## config.mk

```make
export PLATFORM = sky130hd
export DESIGN_NAME = alu_ctrl_seq
export DESIGN_NICKNAME = d
export VERILOG_FILES = /design/src/rtl/alu_ctrl_pkg.sv /design/src/rtl/alu_ctrl_seq_if.sv /design/src/rtl/alu_ctrl_decode.sv /design/src/rtl/alu_ctrl_seq.sv
export SDC_FILE = /design/constraint.sdc
export NUM_CORES = 1
export LEC_CHECK = 0
export CAP_MARGIN = 10
export CORE_MARGIN = 2
export CORE_UTILIZATION = 59
export CTS_CLUSTER_SIZE = 12
export DETAILED_ROUTE_END_ITERATION = 10
export GPL_TIMING_DRIVEN = 0
export PLACE_DENSITY_LB_ADDON = 0.12
export REMOVE_ABC_BUFFERS = 1
export SLEW_MARGIN = 20
export SYNTH_ARGS = -nofsm -noshare
export SYNTH_HDL_FRONTEND = slang
export SYNTH_SLANG_ARGS = --single-unit
```

## constraint.sdc

```tcl
create_clock -name clk_i -period 5.45 [get_ports clk_i]
set_clock_uncertainty 0.2 [all_clocks]
set_input_delay 1.635 -clock clk_i [delete_from_list [all_inputs] [get_ports clk_i]]
set_output_delay 1.635 -clock clk_i [all_outputs]
set_load 0.02 [all_outputs]
```

## src/rtl/alu_ctrl_pkg.sv

```systemverilog
// Shared encodings for the ALU control decoder and multiply sequencer:
// ALU select codes, ALUOp classes, R-type funct values and FSM states.
package alu_ctrl_pkg;

    localparam int unsigned ALU_CTRL_W = 4;
    localparam int unsigned ALUOP_W    = 3;
    localparam int unsigned FUNCT_W    = 6;

    localparam logic [ALU_CTRL_W-1:0] ALU_OR      = 4'b0000;
    localparam logic [ALU_CTRL_W-1:0] ALU_AND     = 4'b0001;
    localparam logic [ALU_CTRL_W-1:0] ALU_ADD     = 4'b0010;
    localparam logic [ALU_CTRL_W-1:0] ALU_SUB     = 4'b0110;
    localparam logic [ALU_CTRL_W-1:0] ALU_SLT     = 4'b0111;
    localparam logic [ALU_CTRL_W-1:0] ALU_MUL     = 4'b1110;
    localparam logic [ALU_CTRL_W-1:0] ALU_INVALID = 4'b1111;

    localparam logic [ALUOP_W-1:0] ALUOP_RTYPE = 3'd0;
    localparam logic [ALUOP_W-1:0] ALUOP_ADDI  = 3'd1;
    localparam logic [ALUOP_W-1:0] ALUOP_SLTI  = 3'd2;
    localparam logic [ALUOP_W-1:0] ALUOP_BEQ   = 3'd3;
    localparam logic [ALUOP_W-1:0] ALUOP_ANDI  = 3'd4;
    localparam logic [ALUOP_W-1:0] ALUOP_ORI   = 3'd5;
    localparam logic [ALUOP_W-1:0] ALUOP_BNE   = 3'd6;

    localparam logic [FUNCT_W-1:0] FUNCT_MULT  = 6'd24;
    localparam logic [FUNCT_W-1:0] FUNCT_MULTU = 6'd25;
    localparam logic [FUNCT_W-1:0] FUNCT_ADD   = 6'd32;
    localparam logic [FUNCT_W-1:0] FUNCT_SUB   = 6'd34;
    localparam logic [FUNCT_W-1:0] FUNCT_AND   = 6'd36;
    localparam logic [FUNCT_W-1:0] FUNCT_OR    = 6'd37;
    localparam logic [FUNCT_W-1:0] FUNCT_SLT   = 6'd42;

    typedef enum logic [1:0] {
        ST_IDLE = 2'd0,
        ST_MUL  = 2'd1,
        ST_DONE = 2'd2
    } state_t;

endpackage

```

## src/rtl/alu_ctrl_seq_if.sv

```systemverilog
// Decode-side bundle: instruction class/funct in, ALU select and illegal flag out.
interface alu_ctrl_seq_if
    import alu_ctrl_pkg::*;
#(
    parameter int unsigned CTRL_W = 4
);
    logic                valid;
    logic [FUNCT_W-1:0]  funct;
    logic [ALUOP_W-1:0]  alu_op;
    logic [CTRL_W-1:0]   alu_ctrl;
    logic                illegal;

    modport master (output valid, funct, alu_op, input alu_ctrl, illegal);
    modport slave  (input valid, funct, alu_op, output alu_ctrl, illegal);
endinterface

```

## src/rtl/alu_ctrl_decode.sv

```systemverilog
// Combinational ALU control decode: ALUOp class plus R-type funct to ALU select,
// with an illegal flag for valid instructions that map to the invalid code.
module alu_ctrl_decode
    import alu_ctrl_pkg::*;
#(
    parameter int unsigned CTRL_W = 4
) (
    alu_ctrl_seq_if.slave bus
);

    logic [ALU_CTRL_W-1:0] w_code;

    always_comb begin
        w_code = ALU_INVALID;
        case (bus.alu_op)
            ALUOP_RTYPE: begin
                case (bus.funct)
                    FUNCT_ADD:               w_code = ALU_ADD;
                    FUNCT_SUB:               w_code = ALU_SUB;
                    FUNCT_AND:               w_code = ALU_AND;
                    FUNCT_OR:                w_code = ALU_OR;
                    FUNCT_SLT:               w_code = ALU_SLT;
                    FUNCT_MULT, FUNCT_MULTU: w_code = ALU_MUL;
                    default:                 w_code = ALU_INVALID;
                endcase
            end
            ALUOP_ADDI:            w_code = ALU_ADD;
            ALUOP_SLTI:            w_code = ALU_SLT;
            ALUOP_BEQ, ALUOP_BNE:  w_code = ALU_SUB;
            ALUOP_ANDI:            w_code = ALU_AND;
            ALUOP_ORI:             w_code = ALU_OR;
            default:               w_code = ALU_INVALID;
        endcase
    end

    assign bus.alu_ctrl = CTRL_W'(w_code);
    assign bus.illegal  = bus.valid && (w_code == ALU_INVALID);

endmodule

```

## src/rtl/alu_ctrl_seq.sv

```systemverilog
// ALU control with a WIDTH-cycle shift-add multiplier for mult/multu; stalls the
// pipeline from the start cycle until the product is registered into hi/lo.
module alu_ctrl_seq
    import alu_ctrl_pkg::*;
#(
    parameter int unsigned WIDTH  = 32,
    parameter int unsigned CTRL_W = 4
) (
    input  logic                clk_i,
    input  logic                rst_i,
    input  logic                valid_i,
    input  logic [FUNCT_W-1:0]  funct_i,
    input  logic [ALUOP_W-1:0]  ALUOp_i,
    input  logic [WIDTH-1:0]    src1_i,
    input  logic [WIDTH-1:0]    src2_i,
    output logic [CTRL_W-1:0]   ALUCtrl_o,
    output logic                stall_o,
    output logic [WIDTH-1:0]    hi_o,
    output logic [WIDTH-1:0]    lo_o,
    output logic                mul_done_o,
    output logic                illegal_o
);

    localparam int unsigned PW    = 2 * WIDTH;
    localparam int unsigned CNT_W = $clog2(WIDTH);

    alu_ctrl_seq_if #(.CTRL_W(CTRL_W)) u_dec_if ();

    assign u_dec_if.valid  = valid_i;
    assign u_dec_if.funct  = funct_i;
    assign u_dec_if.alu_op = ALUOp_i;

    alu_ctrl_decode #(.CTRL_W(CTRL_W)) u_decode (.bus(u_dec_if.slave));

    assign ALUCtrl_o = u_dec_if.alu_ctrl;
    assign illegal_o = u_dec_if.illegal;

    state_t             r_state;
    logic [CNT_W-1:0]   r_cnt;
    logic [PW-1:0]      r_acc;
    logic [PW-1:0]      r_mcand;
    logic [WIDTH-1:0]   r_mplier;
    logic               r_neg;
    logic [WIDTH-1:0]   r_hi;
    logic [WIDTH-1:0]   r_lo;
    logic               r_mul_done;

    logic               w_is_mul;
    logic               w_start;
    logic               w_signed;
    logic               w_neg1;
    logic               w_neg2;
    logic [WIDTH-1:0]   w_mag1;
    logic [WIDTH-1:0]   w_mag2;
    logic [PW-1:0]      w_acc_next;
    logic [PW-1:0]      w_prod;
    logic               w_last;

    // A new multiply is only accepted when the datapath is not mid-product.
    assign w_is_mul = valid_i && (ALUOp_i == ALUOP_RTYPE) &&
                      ((funct_i == FUNCT_MULT) || (funct_i == FUNCT_MULTU));
    assign w_start  = w_is_mul && (r_state != ST_MUL);

    // Unsigned magnitudes; -2^(WIDTH-1) becomes 2^(WIDTH-1), which still fits.
    assign w_signed = (funct_i == FUNCT_MULT);
    assign w_neg1   = w_signed && src1_i[WIDTH-1];
    assign w_neg2   = w_signed && src2_i[WIDTH-1];
    assign w_mag1   = w_neg1 ? ('0 - src1_i) : src1_i;
    assign w_mag2   = w_neg2 ? ('0 - src2_i) : src2_i;

    assign w_acc_next = r_acc + (r_mplier[0] ? r_mcand : '0);
    assign w_prod     = r_neg ? ('0 - w_acc_next) : w_acc_next;
    assign w_last     = (r_cnt == CNT_W'(WIDTH - 1));

    always_ff @(posedge clk_i) begin
        if (rst_i) begin
            r_state    <= ST_IDLE;
            r_cnt      <= '0;
            r_acc      <= '0;
            r_mcand    <= '0;
            r_mplier   <= '0;
            r_neg      <= 1'b0;
            r_hi       <= '0;
            r_lo       <= '0;
            r_mul_done <= 1'b0;
        end else begin
            r_mul_done <= 1'b0;
            case (r_state)
                ST_MUL: begin
                    r_acc    <= w_acc_next;
                    r_mcand  <= r_mcand << 1;
                    r_mplier <= r_mplier >> 1;
                    r_cnt    <= r_cnt + CNT_W'(1);
                    if (w_last) begin
                        r_hi       <= w_prod[PW-1:WIDTH];
                        r_lo       <= w_prod[WIDTH-1:0];
                        r_mul_done <= 1'b1;
                        r_state    <= ST_DONE;
                    end
                end
                default: begin
                    if (w_start) begin
                        r_mcand  <= PW'(w_mag1);
                        r_mplier <= w_mag2;
                        r_neg    <= w_neg1 ^ w_neg2;
                        r_cnt    <= '0;
                        r_acc    <= '0;
                        r_state  <= ST_MUL;
                    end else begin
                        r_state  <= ST_IDLE;
                    end
                end
            endcase
        end
    end

    assign stall_o    = w_start || (r_state == ST_MUL);
    assign hi_o       = r_hi;
    assign lo_o       = r_lo;
    assign mul_done_o = r_mul_done;

endmodule

```

-- Word level (Yosys, flattened, before mapping)
Cells that the tools add are included.
- mux-type cells: 18
- reductions and logical operators: 16
- $add $sub $neg: 5
- bitwise operators: 2
- eq/ne operators: 18
- operator list (kind ; number):
    64-bit two-way mux ; 6
    64-bit adder ; 1
    32-bit two-way mux ; 2
    1-bit by 32-bit subtractor with 32-bit output (first input constant) ; 2
    1-bit by 64-bit subtractor with 64-bit output (first input constant) ; 1
    31-bit two-way mux ; 2
    4-bit case mux with 6 select lines ; 2
    6-bit == test (second input constant) ; 5
    6-bit by 5-bit == test with 1-bit output (second input constant) ; 2
    5-bit two-way mux ; 2
    3-bit == test (second input constant) ; 3
    2-bit OR reduction ; 4
    3-bit by 2-bit == test with 1-bit output (second input constant) ; 2
    1-bit logical AND ; 6
    5-bit by 1-bit adder with 5-bit output (second input constant) ; 1
    5-bit == test (second input constant) ; 1
    4-bit == test (second input constant) ; 1
    2-bit two-way mux ; 2
    2-bit AND reduction ; 2
    3-bit by 1-bit == test with 1-bit output (second input constant) ; 1
    3-bit logical NOT ; 1
    2-bit by 1-bit == test with 1-bit output (second input constant) ; 1
    1-bit logical OR ; 2
    1-bit two-way mux ; 2
    other kinds (5) ; 5
- input port bits: 76
- output and inout port bits: 71
- register bits after elaboration: 233

-- Logic depth before layout (Yosys ltp)
Gate-level depths: netlist of the first run.
- depth in word-level cells: 6
- depth in mapped cells: 18

-- Modules after synthesis
A second synthesis of the first run with hierarchy kept.
- cell total of the unflattened synthesis: 2282
- area, all modules: 16373.2 µm²
- modules (own cells, without submodules) (module ; area each (µm²) ; cells each ; times used ; sequential area each (µm²)):
    alu_ctrl_seq ; 16208.0 ; 2254 ; 1 ; 4664.5
    alu_ctrl_decode ; 165.2 ; 28 ; 1 ; 0.0

-- Worst setup path after synthesis of the first run
No wires, ideal clock.
- path type: input port to output port
- start: input funct_i[3]
- end: output illegal_o
- path slack: 568 ps
- stages: 6
- data arrival time: 3047 ps
- required time: 3615 ps
- path buffers: 0
- path through: or3b_2 -> o21a_1 -> o32a_1 -> o21ai_0 -> a21oi_1 -> and3_1
- longest elaborated chain between the ends: 6
- ends and longest elaborated chain (item ; RTL line ; source):
    from (decl) ; alu_ctrl_seq.sv:12 ; input logic [FUNCT_W-1:0] funct_i,
    6-bit by 5-bit == test with 1-bit output ; alu_ctrl_decode.sv:17 ; case (bus.funct)
    2-bit OR reduction ; alu_ctrl_decode.sv:17 ;
    4-bit case mux with 6 select lines * ; alu_ctrl_decode.sv:17 ;
    4-bit case mux with 6 select lines * ; alu_ctrl_decode.sv:15 ; case (bus.alu_op)
    via ALUCtrl_o[0] ; alu_ctrl_seq.sv:16 ; output logic [CTRL_W-1:0] ALUCtrl_o,
    4-bit == test * ; alu_ctrl_decode.sv:37 ; assign bus.illegal = bus.valid && (w_code == ALU_INVALID);
    1-bit logical AND * ; alu_ctrl_decode.sv:37 ;
    to (decl) ; alu_ctrl_seq.sv:21 ; output logic illegal_o
The timed path passes the listed nets; every way through them passes the cells marked *.

-- Final worst setup path of the first run
- start: input ALUOp_i[2]
- end: output stall_o
- longest elaborated chain between the ends: 5
- ends and longest elaborated chain (item ; RTL line ; source):
    from (decl) ; alu_ctrl_seq.sv:13 ; input logic [ALUOP_W-1:0] ALUOp_i,
    3-bit logical NOT ; alu_ctrl_seq.sv:60 ; assign w_is_mul = valid_i && (ALUOp_i == ALUOP_RTYPE) &&
    1-bit logical AND (2 in a row) ; alu_ctrl_seq.sv:60 ;
    1-bit logical AND ; alu_ctrl_seq.sv:62 ; assign w_start = w_is_mul && (r_state != ST_MUL);
    1-bit logical OR ; alu_ctrl_seq.sv:117 ; assign stall_o = w_start || (r_state == ST_MUL);
    to (decl) ; alu_ctrl_seq.sv:17 ; output logic stall_o,
Every way passes these cells.

==> results of run 1 <==
-- cells in the mapped netlist (22+ instances only) --
cell type / instances
and2_1: 81
a211oi_1: 50
nor2_1: 263
a31oi_1: 35
nor3_1: 41
nand3_1: 92
a21o_1: 35
ha_1: 68
and3_1: 22
inv_1: 32
o21ai_0: 142
xnor2_1: 77
a21oi_1: 234
a311oi_1: 25
o31ai_1: 29
dfxtp_1: 233
nand2_1: 283
nand4_1: 29
clkbuf_1: 120
or3_1: 34
xor2_1: 65
-- flip-flops by register name, summed over array words and instances, names as in the netlist --
register    cells
r_mplier       32
hi_o           32
r_neg           1
r_state         2
lo_o           32
mul_done_o      1
r_acc          64
r_cnt           5
r_mcand        64
-- layout make-up --
class	instances	share of cell area (%)
flip-flops and latches	233	23.6
clock buffers	42	4.11
repair buffers	177	10.0
clock inverters	8	0.532
multi-input cells	1887	58.7
well taps	378	2.39
inverters	32	0.608
-- critical path, stage by stage --
cell and delay, ns:
clkdlybuf4s50_1 0.50, nor3_4 0.44, and3_4 0.26, nor2_2 0.06
buf_6 0.17, inv_1 0.11, dlygate4sd2_1 0.34
-- layer usage --
| layer | wire (µm) | GRT usage [%] | up-vias |
|---|---|---|---|
| li1 | - | - | 8459 |
| met1 | 23100 | 46.8 | 8280 |
| met3 | 4600 | 5.38 | 83 |
| met4 | 975 | 7.89 | 0 |
| met5 | 0 | 0 | - |
| met2 | 23100 | 54.6 | 730 |
-- worst paths after layout --
check / from / to / slack (ns) / cells past startpoint
max: ALUOp_i[2] / stall_o / 0.1 / 7
min: hi_o[28]$_SDFFE_PP0P_ / hi_o[28]$_SDFFE_PP0P_ / 0.24 / 2
max reg2reg: r_mplier[0]$_SDFFE_PP0P_ / hi_o[31]$_SDFFE_PP0P_ / 0.25 / 18
min reg2reg: hi_o[28]$_SDFFE_PP0P_ / hi_o[28]$_SDFFE_PP0P_ / 0.24 / 2
-- where the power goes --
part	switching [mW]	internal [mW]	total, mW
clock	0.756	1.12	1.87
combinational	0.0899	0.0847	0.175
sequential	0.00102	1.70	1.70
-- kinds of logic (layout without fill, tap and decap cells) --
kind of cell | count (synthesis) | in the layout | synth area share, %
AO/OA/AOI/OAI | 722 | 722 | 27.6
XOR/XNOR | 142 | 142 | 7.44
adder cells (fa/ha/maj) | 69 | 69 | 5.21
buffers and inverters | 183 | 259 | 4.27
flip-flops | 233 | 233 | 27.9
multiplexers | 8 | 8 | 0.479
AND/OR/NAND/NOR | 944 | 946 | 27.1
-- what timing repair did --
action	in CTS	in global routing
buffers inserted	4	10
setup endpoints to repair	26	34
resized for setup	17	26
pin swaps	5	5
gates cloned	2	0
==> results by group, run 1 <==
Finish
  – Non-filler cells, final: 2,757
  – Area of the multi-input gates: 0.0116 mm²
  – Commonest non-fill, non-tap cell in the layout: nand2_1
  – Finished Cell Area: ~0.020 mm²
  – # diodes: 0
  – Area delta synth->final: 18.1%
  – Fillers: approximately 2,300
  – Register area: about 0.0047 mm²
  – Layout cells sized above 1: under 10%
  – Nets@finish: 2,503
  – Final Core Density: a little under three quarters
  – Highest-count cells in the layout ignoring fill and taps: nand2_1, nor2_1, a21oi_1, dfxtp_1, o21ai_0

STA
  – Worst slew pin tran: around 1.1 ns
  – Final setup viols: 0
  – Period utilization: between 90% and 100%
  – Tmin final: between 5 and 6 ns
  – Fmax: 0.187 GHz
  – Slew headroom: a little over a quarter
  – Max-slew violations: 0
  – WHS: between 0.2 and 0.25 ns
  – Setup TNS: 0 ns
  – Final WS setup: between 0.09 and 0.1 ns
  – Final Hold Violating Endpoints: 0

GRT
  – GRT overflow: 0
  – Largest net degree at the start of global routing: 95
  – Total Routing Usage GR: about a third
  – Vias in the first global route: between 15,000 and 20,000
  – Antenna violations before repair: 0
  – First-pass GRT wire length: ~80,000 µm

Flow run
  – Max cap viols: 0

Synthesis
  – Synthesized area: approximately 0.017 mm²
  – Library cells used by synthesis: just over 80
  – Syn_area_per_cell: 7.27 µm²
  – Synth top area share: 27.9%
  – Number of synthesized flops with an enable pin: 0
  – Synth top area cells: dfxtp_1, a21oi_1, nand2_1
  – Flops & latches, synth: between 200 and 250
  – Ys Warns: 0
  – Prevailing post-synth register cell: dfxtp_1
  – Synth Instances: approximately 2,300
  – Asr flop ratio synth: 0%
  – Sequential share of the synthesized area: 27.9%
  – Top cell type by total area after synthesis: dfxtp_1

Power and ir drop
  – Max IR drop VDD: 0.204 mV
  – Power, Total: roughly 3.8 mW
  – P per Cell Area: ~190 mW/mm²
  – Leak pwr: 7.59 nW

Placed design
  – DP Area: ~0.019 mm²
  – Dpl ws: -0.637 ns
  – RD Place Congestion: between 1 and 1.5
  – DP HPWL: 38,100 µm
  – I/O Buffers: ~150
  – Cells after DPL: roughly 2,700

Floorplan
  – IO Pins: 147
  – DIE AREA: 0.0297 mm²
  – Site Rows: around 60
  – Core area: between 0.02 and 0.03 mm²
  – Die width: ~170 µm
  – Starting Density: about three fifths
  – Die H: 172 µm

Worst setup path
  – Startpoint types: input pin
  – Critical Path Fanout Max: 15
  – WP data arrival: 3.52 ns
  – Critical Path RT: 3.62 ns
  – Setup Crit Path Kind: in2out
  – Crit end category: output port

Route
  – Wire length per cell: roughly 19 µm
  – Remaining antenna violation count: 0
  – Final Routed Wirelength: around 52,000 µm
  – TritonRoute pass-1 iters: 6
  – Post-DR vias/cell: about 6.4
  – Remaining DRCs: 0
  – 1st-iter DRT viols: ~1,500
  – Routed vias: roughly 18,000

Clocking
  – Root Driver: clkbuf_16
  – H-tree depth: 1
  – Clock-pin slew on the worst setup and hold paths: 0.06 ns
  – Clock Latency Late Sink: between 0.5 and 0.6 ns
  – Worst-case clock buffer depth: 3
  – CTS tree: yes
  – Hold buffers post-CTS: 0
  – Clock Sinks: between 200 and 250
  – Number of CTS-inserted buffers: 27

Worst hold path
  – Hold/Removal Path Class: reg2reg

Status
  – Status: complete, no violations
No activity file was read; power rests on OpenSTA's default activity.
==> inputs of run 2 (changes only) <==
--- a/config.mk
+++ b/config.mk
@@ -7,7 +7,7 @@
 export LEC_CHECK = 0
 export CAP_MARGIN = 10
 export CORE_MARGIN = 2
-export CORE_UTILIZATION = 59
+export CORE_UTILIZATION = 52
 export CTS_CLUSTER_SIZE = 12
 export DETAILED_ROUTE_END_ITERATION = 10
 export GPL_TIMING_DRIVEN = 0
==> results by group, run 2 (synthesized netlist as in run 1, its figures left out) <==
Power and ir drop
  – Flop pwr share: 46.4% (was 45.4%)
  – Sw Ratio: 23.1% (was 22.6%)
  – Clock power frac: 48.9% (was 49.9%)
  – Max IR drop VDD: 0.201 mV (was 0.204 mV)
  – Combinational power share: 4.7% (about the same)
  – Leak pwr: 7.55 nW (was 7.59 nW)
  – P per Cell Area: 187 mW/mm² (was 190 mW/mm²)
  – Power, Total: 3.68 mW (was 3.75 mW)
  – P_int: 2.83 mW (was 2.91 mW)
  – Sw Pwr: 0.848 mW (was 0.847 mW)

STA
  – Final WS setup: 0.0629 ns (was 0.0953 ns)
  – Tmin final: 5.39 ns (was 5.35 ns)
  – Worst slew pin tran: 1.16 ns (was 1.09 ns)
  – Max-slew violations: 0 (unchanged)
  – Fmax: 0.186 GHz (was 0.187 GHz)
  – Final Hold Violating Endpoints: 0 (unchanged)
  – Period utilization: 98.8% (was 98.3%)
  – Final setup viols: 0 (unchanged)
  – WHS: 0.249 ns (was 0.244 ns)
  – Slew headroom: 21.8% (was 26.6%)

Worst setup path
  – CP max stage delay: 0.55 ns (was 0.50 ns)
  – Slowest library cell on the worst path: clkdlybuf4s50_1 (unchanged)
  – Reg2reg start: r_mplier[0]$_SDFFE_PP0P_ (unchanged)
  – R2R Setup Slk: 0.20 ns (was 0.25 ns)
  – Critical R2R Capture: hi_o[31]$_SDFFE_PP0P_ (unchanged)
  – Top cell by count, worst path: clkdlybuf4s50_1
  – Critical Path RT: 3.62 ns (about the same)
  – Critical Path Fanout Max: 3 (was 15)
  – Crit-path cells: clkdlybuf4s50_1 -> or3b_2 -> nor2_1 -> and3_1 -> o21bai_1 -> clkdlybuf4s50_1 (was clkdlybuf4s50_1 -> nor3_4 -> and3_4 -> nor2_2 -> buf_6 -> inv_1 -> dlygate4sd2_1)
  – Crit end category: output port (unchanged)
  – WP data arrival: 3.55 ns (was 3.52 ns)
  – Worst-case reg-to-reg path depth: 15 (was 18)
  – Setup Crit Path Kind: in2out (unchanged)
  – Startpoint types: input pin (unchanged)

Finish
  – Commonest non-fill, non-tap cell in the layout: nand2_1 (unchanged)
  – Layout cells sized above 1: 5.86% (was 6.22%)
  – Finished Cell Area: 0.0197 mm² (was 0.0198 mm²)
  – Nets@finish: 2,499 (was 2,503)
  – Fillers: 2,854 (was 2,294)
  – Top flop regs: r_acc (64), r_mcand (64) (unchanged)
  – Area delta synth->final: 17.7% (was 18.1%)
  – Highest-count cells in the layout ignoring fill and taps: nand2_1, nor2_1, a21oi_1 (was nand2_1, nor2_1, a21oi_1, dfxtp_1, o21ai_0)

GRT
  – Vias in the first global route: 15,600 (was 15,800)
  – GRT overflow: 0 (unchanged)
  – First-pass GRT wire length: 83,000 µm (was 81,400 µm)
  – Largest net degree at the start of global routing: 121 (was 95)
  – Total Routing Usage GR: 30.4% (was 33.6%)
  – Antenna violations before repair: 0 (unchanged)

Placed design
  – DP HPWL: 39,900 µm (was 38,100 µm)
  – Dpl ws: -0.660 ns (was -0.637 ns)
  – DP Area: 0.0186 mm² (was 0.0185 mm²)
  – RD Place Congestion: 0.969 (was 1.09)
  – I/O Buffers: 146 (unchanged)

Status
  – Status: complete, no violations (unchanged)

Clocking
  – Root Driver: clkbuf_16 (unchanged)
  – Clock Sinks: 233 (unchanged)
  – Clock Latency Late Sink: 0.55 ns (was 0.56 ns)
  – Worst-case clock buffer depth: 3 (unchanged)
  – Clock-pin slew on the worst setup and hold paths: 0.06 ns (about the same)
  – H-tree depth: 1 (unchanged)
  – CTS tree: yes (unchanged)
  – Number of CTS-inserted buffers: 27 (unchanged)
  – Hold buffers post-CTS: 0 (unchanged)

Route
  – Post-DR vias/cell: 6.29 (was 6.37)
  – Remaining DRCs: 0 (unchanged)
  – Routed vias: 17,500 (was 17,600)
  – 1st-iter DRT viols: 1,434 (was 1,470)
  – Final Routed Wirelength: 53,600 µm (was 51,800 µm)
  – Remaining antenna violation count: 0 (unchanged)
  – TritonRoute pass-1 iters: 8 (was 6)
  – Wire length per cell: 19.3 µm (was 18.8 µm)

Flow run
  – Max cap viols: 0 (unchanged)

Worst hold path
  – Hold Crit Depth: 2 (unchanged)
  – Worst hold path endpoint: hi_o[25]$_SDFFE_PP0P_ (was hi_o[28]$_SDFFE_PP0P_)
  – Hold/Removal Path Class: reg2reg (unchanged)
  – Hold Path Origin: hi_o[25]$_SDFFE_PP0P_ (was hi_o[28]$_SDFFE_PP0P_)

Floorplan
  – Site Rows: 65 (was 61)
  – DIE AREA: 0.0336 mm² (was 0.0297 mm²)
  – IO Pins: 147 (unchanged)
  – Die width: 183 µm (was 172 µm)
  – Die H: 183 µm (was 172 µm)
  – Starting Density: 52.9% (was 60.0%)
  – Core area: 0.0316 mm² (was 0.0279 mm²)
-- run 2: critical path, delay by kind of cell --
kind	cells	cell delay (ns)
buffers and inverters	2	1.04
AND/OR/NAND/NOR	3	0.80
AO/OA/AOI/OAI	1	0.07
-- run 2: through the flow --
step / TNS (ns) / instances / utilization [%]
2_1_floorplan: -578.99 / 2150 / -
3_3_place_gp: -1735.73 / 2698 / 57.2
3_5_place_dp: -6.29 / 2715 / 58.7
4_1_cts: 0 / 2772 / 61.8
5_1_grt: -0.0285 / 2775 / 62.2
6_report: 0 / 2777 / 62.2
-- run 2: power by group through the flow --
| stage | logic [mW] | clock network (mW) | registers, mW |
|---|---|---|---|
| 2_1_floorplan | 0.0508 | 0 | 1.74 |
| 3_5_place_dp | 0.170 | 0 | 1.74 |
| 5_1_grt | 0.187 | 1.89 | 1.70 |
| 4_1_cts | 0.172 | 1.82 | 1.70 |
| 6_report | 0.173 | 1.80 | 1.70 |
| 3_3_place_gp | 0.156 | 0 | 1.74 |
-- run 2: final cells by class --
cell class,count,area (µm²),share of cell area [%]
Sequential cell,233,4670,23.7
Clock inverter,8,77.6,0.394
Timing Repair Buffer,173,1950,9.90
Multi-Input combinational cell,1887,11600,58.8
Tap cell,402,503,2.55
Inverter,32,120,0.610
Antenna cell,2,5.00,0.0254
Clock buffer,40,785,3.98
-- run 2: repair_timing --
item,CTS,global route
gates resized for setup,20,20
endpoints found under the setup margin,27,31
setup buffers,7,3
cloned,2,0
pin swaps,6,2
-- run 2: layer usage --
metal,up-vias,share of wire (%),global-route usage [%]
met5,-,0,0
met4,0,1.6,5.76
met3,66,6.6,3.99
met2,576,45,49.7
met1,8389,47,43.2
li1,8425,-,-
-- run 2: worst max-delay path by stage --
stage,startpoint,endpoint,slack [ns]
after floorplan,r_state[0]$_SDFFE_PP0P_,hi_o[31]$_SDFFE_PP0P_,-5.91
after global placement,r_state[0]$_SDFFE_PP0P_,lo_o[21]$_SDFFE_PP0P_,-14.82
after detailed placement,funct_i[2],stall_o,-0.66
after CTS,r_mplier[0]$_SDFFE_PP0P_,hi_o[31]$_SDFFE_PP0P_,0.02
after global routing,r_mplier[0]$_SDFFE_PP0P_,hi_o[16]$_SDFFE_PP0P_,-0.03
final,funct_i[5],ALUCtrl_o[1],0.06
